$ cat src/rtl/ni_target_resp_router_pkg.sv
`default_nettype none
// ============================================================================
// Module      : ni_target_resp_router_pkg
// Description : Shared definitions for the target-NI response router:
//               default widths, queued entry layout and the unknown-source
//               path constant.
//               Entry layout (MSB..LSB): {bad, path, src_id, tag}.
// Revision    : 1.0 - initial release
// ============================================================================
package ni_target_resp_router_pkg;

  localparam int DEF_SRC_ID_WIDTH   = 4;
  localparam int DEF_PATH_WIDTH     = 7;
  localparam int DEF_TAG_WIDTH      = 4;
  localparam int DEF_DEPTH          = 4;
  localparam int DEF_TIMEOUT_CYCLES = 255;

  // Route reported for a source id that has no entry in the return table
  localparam int UNKNOWN_PATH = 0;

  // Watchdog counter is never narrower than this
  localparam int WD_MIN_WIDTH = 8;

  // Width of one queued entry {bad, path, src_id, tag}
  function automatic int entry_width(input int path_w, input int src_w, input int tag_w);
    return 1 + path_w + src_w + tag_w;
  endfunction

endpackage : ni_target_resp_router_pkg
`default_nettype wire

$ cat src/rtl/ni_target_return_lookup.sv
`default_nettype none
// ============================================================================
// Module      : ni_target_return_lookup
// Description : Combinational table mapping an originating initiator id to
//               the return route towards it. Unknown ids yield path 0 and
//               bad=1. Regenerated per NoC topology.
// Revision    : 1.0 - initial release
// ============================================================================
module ni_target_return_lookup
  import ni_target_resp_router_pkg::*;
#(
  parameter int SRC_ID_WIDTH = DEF_SRC_ID_WIDTH,
  parameter int PATH_WIDTH   = DEF_PATH_WIDTH
) (
  input  logic [SRC_ID_WIDTH-1:0] src_id_i,
  output logic [PATH_WIDTH-1:0]   path_o,
  output logic                    bad_o
);

  // Route table: first hop in the LSBs, last hop in the MSBs
  always_comb begin
    path_o = PATH_WIDTH'(UNKNOWN_PATH);
    bad_o  = 1'b0;
    case (src_id_i)
      SRC_ID_WIDTH'(0): path_o = PATH_WIDTH'(7'b0000010);
      SRC_ID_WIDTH'(1): path_o = PATH_WIDTH'(7'b0000001);
      SRC_ID_WIDTH'(3): path_o = PATH_WIDTH'(7'b0000111);
      SRC_ID_WIDTH'(5): path_o = PATH_WIDTH'(7'b0000011);
      default:          bad_o  = 1'b1;
    endcase
  end

endmodule : ni_target_return_lookup
`default_nettype wire

$ cat src/rtl/ni_target_resp_router.sv
`default_nettype none
// ============================================================================
// Module      : ni_target_resp_router
// Description : Target-NI response router. Queues {bad, path, src, tag} for
//               every request expecting a response and, as the slave answers,
//               pops the head and presents a registered response header.
//               Entries for unknown sources are dropped and flag decode_err.
//               Optional feature macro: NI_TARGET_RESP_TIMEOUT_EN - watchdog
//               that synthesizes an error response for a stalled head entry.
// Revision    : 1.0 - initial release
// ============================================================================
module ni_target_resp_router
  import ni_target_resp_router_pkg::*;
#(
  parameter int SRC_ID_WIDTH   = DEF_SRC_ID_WIDTH,
  parameter int PATH_WIDTH     = DEF_PATH_WIDTH,
  parameter int TAG_WIDTH      = DEF_TAG_WIDTH,
  parameter int DEPTH          = DEF_DEPTH,
  parameter int TIMEOUT_CYCLES = DEF_TIMEOUT_CYCLES
) (
  input  logic                         clock_i,
  input  logic                         reset_i,
  input  logic                         req_valid_i,
  output logic                         req_ready_o,
  input  logic [SRC_ID_WIDTH-1:0]      req_src_id_i,
  input  logic [TAG_WIDTH-1:0]         req_tag_i,
  input  logic                         req_needs_resp_i,
  input  logic                         resp_valid_i,
  output logic                         resp_ready_o,
  input  logic                         resp_error_i,
  output logic                         hdr_valid_o,
  input  logic                         hdr_ready_i,
  output logic [PATH_WIDTH-1:0]        hdr_path_o,
  output logic [SRC_ID_WIDTH-1:0]      hdr_target_o,
  output logic [TAG_WIDTH-1:0]         hdr_tag_o,
  output logic                         hdr_error_o,
  output logic                         decode_err_o,
  output logic [$clog2(DEPTH+1)-1:0]   outstanding_o
);

  localparam int CNT_W    = $clog2(DEPTH + 1);
  localparam int PTR_W    = $clog2(DEPTH);
  localparam int ENTRY_W  = entry_width(PATH_WIDTH, SRC_ID_WIDTH, TAG_WIDTH);
  localparam int SRC_LSB  = TAG_WIDTH;
  localparam int PATH_LSB = TAG_WIDTH + SRC_ID_WIDTH;
  localparam int BAD_BIT  = ENTRY_W - 1;

  // Outstanding-response storage and bookkeeping
  logic [ENTRY_W-1:0]      mem_q [DEPTH];
  logic [PTR_W-1:0]        wr_ptr_q, wr_ptr_d;
  logic [PTR_W-1:0]        rd_ptr_q, rd_ptr_d;
  logic [CNT_W-1:0]        count_q, count_d;

  // Response header output register
  logic                    hdr_valid_q, hdr_valid_d;
  logic [PATH_WIDTH-1:0]   hdr_path_q, hdr_path_d;
  logic [SRC_ID_WIDTH-1:0] hdr_target_q, hdr_target_d;
  logic [TAG_WIDTH-1:0]    hdr_tag_q, hdr_tag_d;
  logic                    hdr_error_q, hdr_error_d;
  logic                    decode_err_q, decode_err_d;

  logic [PATH_WIDTH-1:0]   lk_path;
  logic                    lk_bad;
  logic [ENTRY_W-1:0]      head;
  logic                    full, empty, out_free;
  logic                    push, pop_resp, pop_timeout, pop;

  ni_target_return_lookup #(
    .SRC_ID_WIDTH (SRC_ID_WIDTH),
    .PATH_WIDTH   (PATH_WIDTH)
  ) u_lookup (
    .src_id_i (req_src_id_i),
    .path_o   (lk_path),
    .bad_o    (lk_bad)
  );

  assign full     = (count_q == CNT_W'(DEPTH));
  assign empty    = (count_q == '0);
  assign head     = mem_q[rd_ptr_q];
  // Output register can take a new header this cycle
  assign out_free = !hdr_valid_q || hdr_ready_i;

  assign req_ready_o  = !full;
  assign resp_ready_o = !empty && out_free;

  assign push     = req_valid_i && req_ready_o && req_needs_resp_i;
  assign pop_resp = resp_valid_i && resp_ready_o;
  assign pop      = pop_resp || pop_timeout;

`ifdef NI_TARGET_RESP_TIMEOUT_EN
  localparam int WD_NEED = $clog2(TIMEOUT_CYCLES + 1);
  localparam int WD_W    = (WD_NEED > WD_MIN_WIDTH) ? WD_NEED : WD_MIN_WIDTH;

  logic [WD_W-1:0] wd_q, wd_d;

  // A real response in the same cycle always wins over the watchdog
  assign pop_timeout = (wd_q >= WD_W'(TIMEOUT_CYCLES)) && !empty && out_free && !pop_resp;

  // Watchdog: count stalled cycles of a non-empty queue, saturating at the limit
  always_comb begin
    wd_d = wd_q;
    if (pop || empty) begin
      wd_d = '0;
    end else if (wd_q < WD_W'(TIMEOUT_CYCLES)) begin
      wd_d = wd_q + WD_W'(1);
    end
  end

  // Watchdog register
  always_ff @(posedge clock_i) begin
    if (reset_i) begin
      wd_q <= '0;
    end else begin
      wd_q <= wd_d;
    end
  end
`else
  logic unused_timeout_cfg;
  assign unused_timeout_cfg = |32'(TIMEOUT_CYCLES);
  assign pop_timeout        = 1'b0;
`endif

  // Queue pointer and occupancy next state; pointers wrap since DEPTH is 2^n
  always_comb begin
    wr_ptr_d = wr_ptr_q;
    rd_ptr_d = rd_ptr_q;
    if (push) wr_ptr_d = wr_ptr_q + PTR_W'(1);
    if (pop)  rd_ptr_d = rd_ptr_q + PTR_W'(1);
    count_d = count_q + CNT_W'(push) - CNT_W'(pop);
  end

  // Header register next state: load on a good pop, otherwise drain on ready
  always_comb begin
    hdr_valid_d  = hdr_valid_q;
    hdr_path_d   = hdr_path_q;
    hdr_target_d = hdr_target_q;
    hdr_tag_d    = hdr_tag_q;
    hdr_error_d  = hdr_error_q;
    decode_err_d = decode_err_q;
    if (pop && !head[BAD_BIT]) begin
      hdr_valid_d  = 1'b1;
      hdr_path_d   = head[PATH_LSB +: PATH_WIDTH];
      hdr_target_d = head[SRC_LSB +: SRC_ID_WIDTH];
      hdr_tag_d    = head[0 +: TAG_WIDTH];
      hdr_error_d  = pop_resp ? resp_error_i : 1'b1;
    end else if (hdr_ready_i) begin
      hdr_valid_d  = 1'b0;
    end
    if (pop && head[BAD_BIT]) begin
      decode_err_d = 1'b1;
    end
  end

  // Entry storage; stale contents are harmless once pointers are cleared
  always_ff @(posedge clock_i) begin
    if (push) begin
      mem_q[wr_ptr_q] <= {lk_bad, lk_path, req_src_id_i, req_tag_i};
    end
  end

  // Control and header state registers
  always_ff @(posedge clock_i) begin
    if (reset_i) begin
      wr_ptr_q     <= '0;
      rd_ptr_q     <= '0;
      count_q      <= '0;
      hdr_valid_q  <= 1'b0;
      hdr_path_q   <= '0;
      hdr_target_q <= '0;
      hdr_tag_q    <= '0;
      hdr_error_q  <= 1'b0;
      decode_err_q <= 1'b0;
    end else begin
      wr_ptr_q     <= wr_ptr_d;
      rd_ptr_q     <= rd_ptr_d;
      count_q      <= count_d;
      hdr_valid_q  <= hdr_valid_d;
      hdr_path_q   <= hdr_path_d;
      hdr_target_q <= hdr_target_d;
      hdr_tag_q    <= hdr_tag_d;
      hdr_error_q  <= hdr_error_d;
      decode_err_q <= decode_err_d;
    end
  end

  assign hdr_valid_o   = hdr_valid_q;
  assign hdr_path_o    = hdr_path_q;
  assign hdr_target_o  = hdr_target_q;
  assign hdr_tag_o     = hdr_tag_q;
  assign hdr_error_o   = hdr_error_q;
  assign decode_err_o  = decode_err_q;
  assign outstanding_o = count_q;

endmodule : ni_target_resp_router
`default_nettype wire
$ cat config.mk
export PLATFORM = sky130hd
export DESIGN_NAME = ni_target_resp_router
export DESIGN_NICKNAME = d
export VERILOG_FILES = /design/src/rtl/ni_target_resp_router_pkg.sv /design/src/rtl/ni_target_return_lookup.sv /design/src/rtl/ni_target_resp_router.sv
export SDC_FILE = /design/constraint.sdc
export NUM_CORES = 1
export LEC_CHECK = 0
export ABC_CLOCK_PERIOD_IN_PS = 4600
export CORE_UTILIZATION = 61
export CTS_BUF_LIST = sky130_fd_sc_hd__clkbuf_4
export DETAILED_ROUTE_END_ITERATION = 8
export HOLD_SLACK_MARGIN = 0.05
export PLACE_DENSITY = 0.87
export SKIP_LAST_GASP = 1
export SYNTH_ARGS = -nofsm -noshare
export SYNTH_HDL_FRONTEND = slang
export SYNTH_SLANG_ARGS = --single-unit
$ cat constraint.sdc
create_clock -name clock_i -period 4.6 [get_ports clock_i]
set_input_delay 0.92 -clock clock_i [delete_from_list [all_inputs] [get_ports clock_i]]
set_output_delay 0.92 -clock clock_i [all_outputs]
set_load 0.1 [all_outputs]
Yosys cells after proc, flatten, opt, wreduce, memory -nomap -nowiden
Memory sizes are Yosys's and may differ from the RTL's. A register that Yosys moved wholly into a read port is not among the register bits.
Index checks and enable logic that the tools add are counted.
{"block": "word_totals", "reg_bits": 25, "mem_bits_rw": 48, "input_bits": 15, "elab_cells": 42, "n_memories": 1}
{"block": "classes", "n_addsub": 4, "eq_ne": 4, "n_mux": 9, "n_reduce_logical": 15}
{"memory": "mem_q", "depth": 4, "width": 12, "rd": 1, "rd_ports_with_merged_regs": 1, "wr": 1, "line_no": "ni_target_resp_router.sv:49", "text": "logic [ENTRY_W-1:0] mem_q [DEPTH];"}
{"op": "$pmux W3 S4", "count": 1}
{"op": "$logic_and A1 B1 Y1", "count": 6}
{"op": "$mux W1", "count": 6}
{"op": "$add A2 B1 Y2 const B", "count": 2}
{"op": "$eq A4 B1 Y1 const B", "count": 1}
{"op": "$eq A4 B2 Y1 const B", "count": 1}
{"op": "$eq A4 B3 Y1 const B", "count": 1}
{"op": "$logic_not A1 Y1", "count": 4}
{"op": "$logic_not A4 Y1", "count": 1}
{"op": "$mux W2", "count": 2}
{"op": "$reduce_or A4 Y1", "count": 1}
{"op": "$add A3 B1 Y3", "count": 1}
{"op": "$eq A3 B3 Y1 const B", "count": 1}
{"op": "$logic_not A3 Y1", "count": 1}
{"op": "$sub A3 B1 Y3", "count": 1}
{"op": "$reduce_bool A2 Y1", "count": 1}
{"op": "$logic_or A1 B1 Y1", "count": 1}

Depth between registers and ports, before layout
{"block": "logic_depth", "word_depth": 6, "mapped_depth": 10, "depth_no_buf": 10}

By module
From an unflattened synthesis, not the netlist that was laid out.
{"block": "unflattened", "hier_cells": 209, "hier_area_um2": 3545.9}
{"mod": "ni_target_resp_router", "instances": 1, "cells_each": 195, "area_per_inst_um2": 3443.3}
{"mod": "ni_target_return_lookup", "instances": 1, "cells_each": 14, "area_per_inst_um2": 102.6}

Worst setup path after synthesis
Ideal clock, no wire load.
{"block": "synth_timing", "kind": "reg2out", "from": "register count_q[1] (netlist: outstanding_o[1])", "to": "output resp_ready_o", "t_arrival_ns": 2.563, "required_time_ns": 3.680, "slack_ns": 1.117, "stages_incl_launch_ff": 3, "path_buffers": 0, "path_cell_list": "dfxtp_1 nor3_1 nor2_1"}
{"block": "synth_via", "elab_chain_cells": 3}
{"element": "start, declared", "line_no": "ni_target_resp_router.sv:52", "text": "logic [CNT_W-1:0] count_q, count_d;"}
{"element": "start signal, assigned", "line_no": "ni_target_resp_router.sv:176", "text": "count_q <= count_d;"}
{"element": "$logic_not A3 Y1", "line_no": "ni_target_resp_router.sv:78", "text": "assign empty = (count_q == '0);"}
{"element": "$logic_not A1 Y1", "line_no": "ni_target_resp_router.sv:84", "text": "assign resp_ready_o = !empty && out_free;"}
{"element": "$logic_and A1 B1 Y1", "line_no": "ni_target_resp_router.sv:84"}
{"element": "end, declared", "line_no": "ni_target_resp_router.sv:29", "text": "output logic resp_ready_o,"}
No other way between the ends.

Worst setup path after layout
{"block": "layout_timing", "from": "register count_q[2] (netlist: outstanding_o[2])", "to": "output req_ready_o"}
{"block": "layout_via", "elab_chain_cells": 2}
{"element": "$eq A3 B3 Y1", "line_no": "ni_target_resp_router.sv:77", "text": "assign full = (count_q == CNT_W'(DEPTH));"}
{"element": "$logic_not A1 Y1", "line_no": "ni_target_resp_router.sv:83", "text": "assign req_ready_o = !full;"}
{"element": "end, declared", "line_no": "ni_target_resp_router.sv:24", "text": "output logic req_ready_o,"}
No other way between the ends.

==> results.cfg <==
[synth]
synth_mux_area_share_pct = 13.75
synth_area_um2 = 2920
synth_compound_area_share_pct = 2.185
synth-xor-area-share_pct = 0.8997
synth-adder-area-share_pct = 3.256
yosysUniqueCellTypes = 36
synth-seq-cells = 71
avgSynthCellArea_um2 = 15.21
synth_ff_type = edfxtp_1
synth.yosys.seq_area_share_pct = 65.12
synthArstFlopShare_pct = 0
yosysTopAreaCellShare_pct = 49.36
synth_top_family_by_area = multiplexers
synth_edf_count = 48
synthSimpleGateAreaFrac_pct = 11.53
yosysWarningCount = 0
syn_inst = 192
synth_area_leader_cell = edfxtp_1
ys_top_cells_by_area = edfxtp_1 49%, dfxtp_1 16%, mux4_2 9.3%

[setup_path]
end_kind = primary output
startpoint_type = flop
cp_slowest_stage_delay_ns = 1.01
arrival_ns = 2.45
slowest_stage = clkdlybuf4s50_1
required_ns = 3.68
crit_type = flop to primary output
crit_chain = nor3b_1 > inv_1 > clkdlybuf4s50_1
worstPathMaxFanout = 7

[clock_network]
cts_root_buf = clkbuf_4
post_cts_buffers = 0
cts_made_buffers = 9
cts_tree = built
cts_buffer_depth = 2
clk_latency_ns = 0.41
cts_hold_buffers = 0
htreeDepth = 3
cts_resized = 0
clk_pin_slew_ns = 0.12
cts.sinks = 71

[floorplan]
dieArea_um2 = 5068
die_y_um = 71.19
row_count = 24
io_pins = 38
die_x_um = 71.19
start_util_pct = 65.27
coreArea_um2 = 4474

[power_and_ir_drop]
p_seq_share_pct = 42.9
clock_power_share_pct = 22.9
pwr-share-comb_pct = 34.2
power.switching_uw = 705.7
ir_worst_vdd_uv = 325.2
intPower_mw = 1.155
swShare_pct = 37.93
power_density_nw_per_um2 = 544.3
p_leak_nw = 1.227

[final_layout]
fin_nets = 251
n_antenna_cell = 0
layout_common_cells = 48 x edfxtp_1, 32 x clkdlybuf4s50_1, 25 x nand2b_1
final_layout_size_suffix_gt1_share_pct = 12.82
area_delta_synth_final_pct = 17.05
layout_commonest_cell = edfxtp_1
fillers = 260

[grt]
antenna_found_initial = 0
grt_usage_pct = 21.98
grt_pass1_vias = 1644
grt_max_degree = 36
grt_pass1_wl_um = 7976
grt-ovfl-total = 0

[timing]
finalCriticalPeriod_ns = 3.369
min_period_over_period_pct = 73.23
hold_viol_final = 0
fmax_mhz = 296.9
tns_ns = 0
slew-limit-headroom_pct = 32.93
slew_violations = 0
worst_pin_slew_ns = 1.003
whs_ns = 0.4835
rsz0062_at_grt = no
setup_viol = 0
fin_skew_ns = 0.01715

[placed_design]
place.gp.congestion = 0.8127
hpwl_um = 3324
port_buffers = 33

[detailed_routing]
vias = 1627
dr.pass1.iters = 7
routedWlPerCell_um = 17.27
ant_nets = 0
drc = 4
wl_um = 4939
drtIter0Drc = 139
via_per_inst = 5.689

[job]
maxCapViolCount = 0

[worst_hold_path]
hp-class = flop to flop

[outcome]
violations = DRC
status = finished with violations
layer usage:
layer	part of all wire, %	vias to the layer above	global-route usage (%)
met5	0	-	0
met4	1.8	0	10.44
met3	5.1	11	7.977
met2	50	61	33.86
met1	43	778	27.92
li1	-	777	-
final cells by class:
cell class	count	area, µm²	share of cell area [%]
Tap cell	52	65.06	1.903
Timing Repair Buffer	33	327.8	9.590
Clock inverter	7	87.58	2.562
Clock buffer	9	67.56	1.977
Multi-Input combinational cell	106	938.4	27.45
Inverter	8	30.03	0.8785
Sequential cell	71	1902	55.64
kinds of logic after synthesis:
group,Yosys count
XOR/XNOR,3
flip-flops,71
other,1
AO/OA/AOI/OAI,11
buffers and inverters,18
multiplexers,25
AND/OR/NAND/NOR,56
adder cells (fa/ha/maj),7
state kept, by name (all words and copies together), names as in the netlist, named ones only:
register,cells
hdr_tag_o,4
decode_err_o,1
hdr_target_o,4
mem_q,48
outstanding_o,3
wr_ptr_q,2
rd_ptr_q,2
hdr_valid_o,1
hdr_error_o,1
hdr_path_o,3
Yosys cell counts (2+ instances only):
cell	instances
edfxtp_1	48
nand2b_1	25
dfxtp_1	23
mux2i_1	12
mux4_2	12
inv_1	8
nor2_1	7
a21oi_1	6
ha_1	6
and3_1	4
buf_4	4
clkbuf_1	4
nor2b_1	4
xnor2_1	3
nand2_1	2
nand3_1	2
nor3_1	2
o21ai_0	2
power by group through the flow:
stage | Combinational [mW] | Sequential [mW] | Clock, mW
6_report | 0.637 | 0.798 | 0.426
5_1_grt | 0.670 | 0.808 | 0.464
3_3_place_gp | 0.621 | 0.805 | 0
2_1_floorplan | 0.317 | 0.994 | 0
3_5_place_dp | 0.634 | 0.814 | 0
4_1_cts | 0.636 | 0.799 | 0.438
worst max-delay path: cells and delay by family, from the launching register on:
kind	cells	cell delay, ns
buffers and inverters	2	1.21
DFF	1	0.44
and+or+nand+nor	1	0.39
metrics by stage:
stage	power [mW]	area, µm²	setup WS, ns	util (%)	instances
3_5_place_dp	1.448	3263	1.382	72.93	270
4_1_cts	1.873	3418	1.230	76.40	286
5_1_grt	1.942	3418	1.076	76.40	286
3_3_place_gp	1.426	3263	1.513	72.93	270
6_report	1.860	3418	1.231	76.40	286
2_1_floorplan	1.311	2932	1.117	-	195
final timing paths:
check / from / endpoint / slack (ns) / cells after the start
setup / recovery: outstanding_o[2] / req_ready_o / 1.23 / 3
hold / removal: hdr_error_o / hdr_error_o / 0.48 / 2
setup reg to reg: outstanding_o[1] / outstanding_o[2] / 2.13 / 9
hold reg to reg: hdr_error_o / hdr_error_o / 0.48 / 2
No activity file was read; power rests on OpenSTA's default activity.
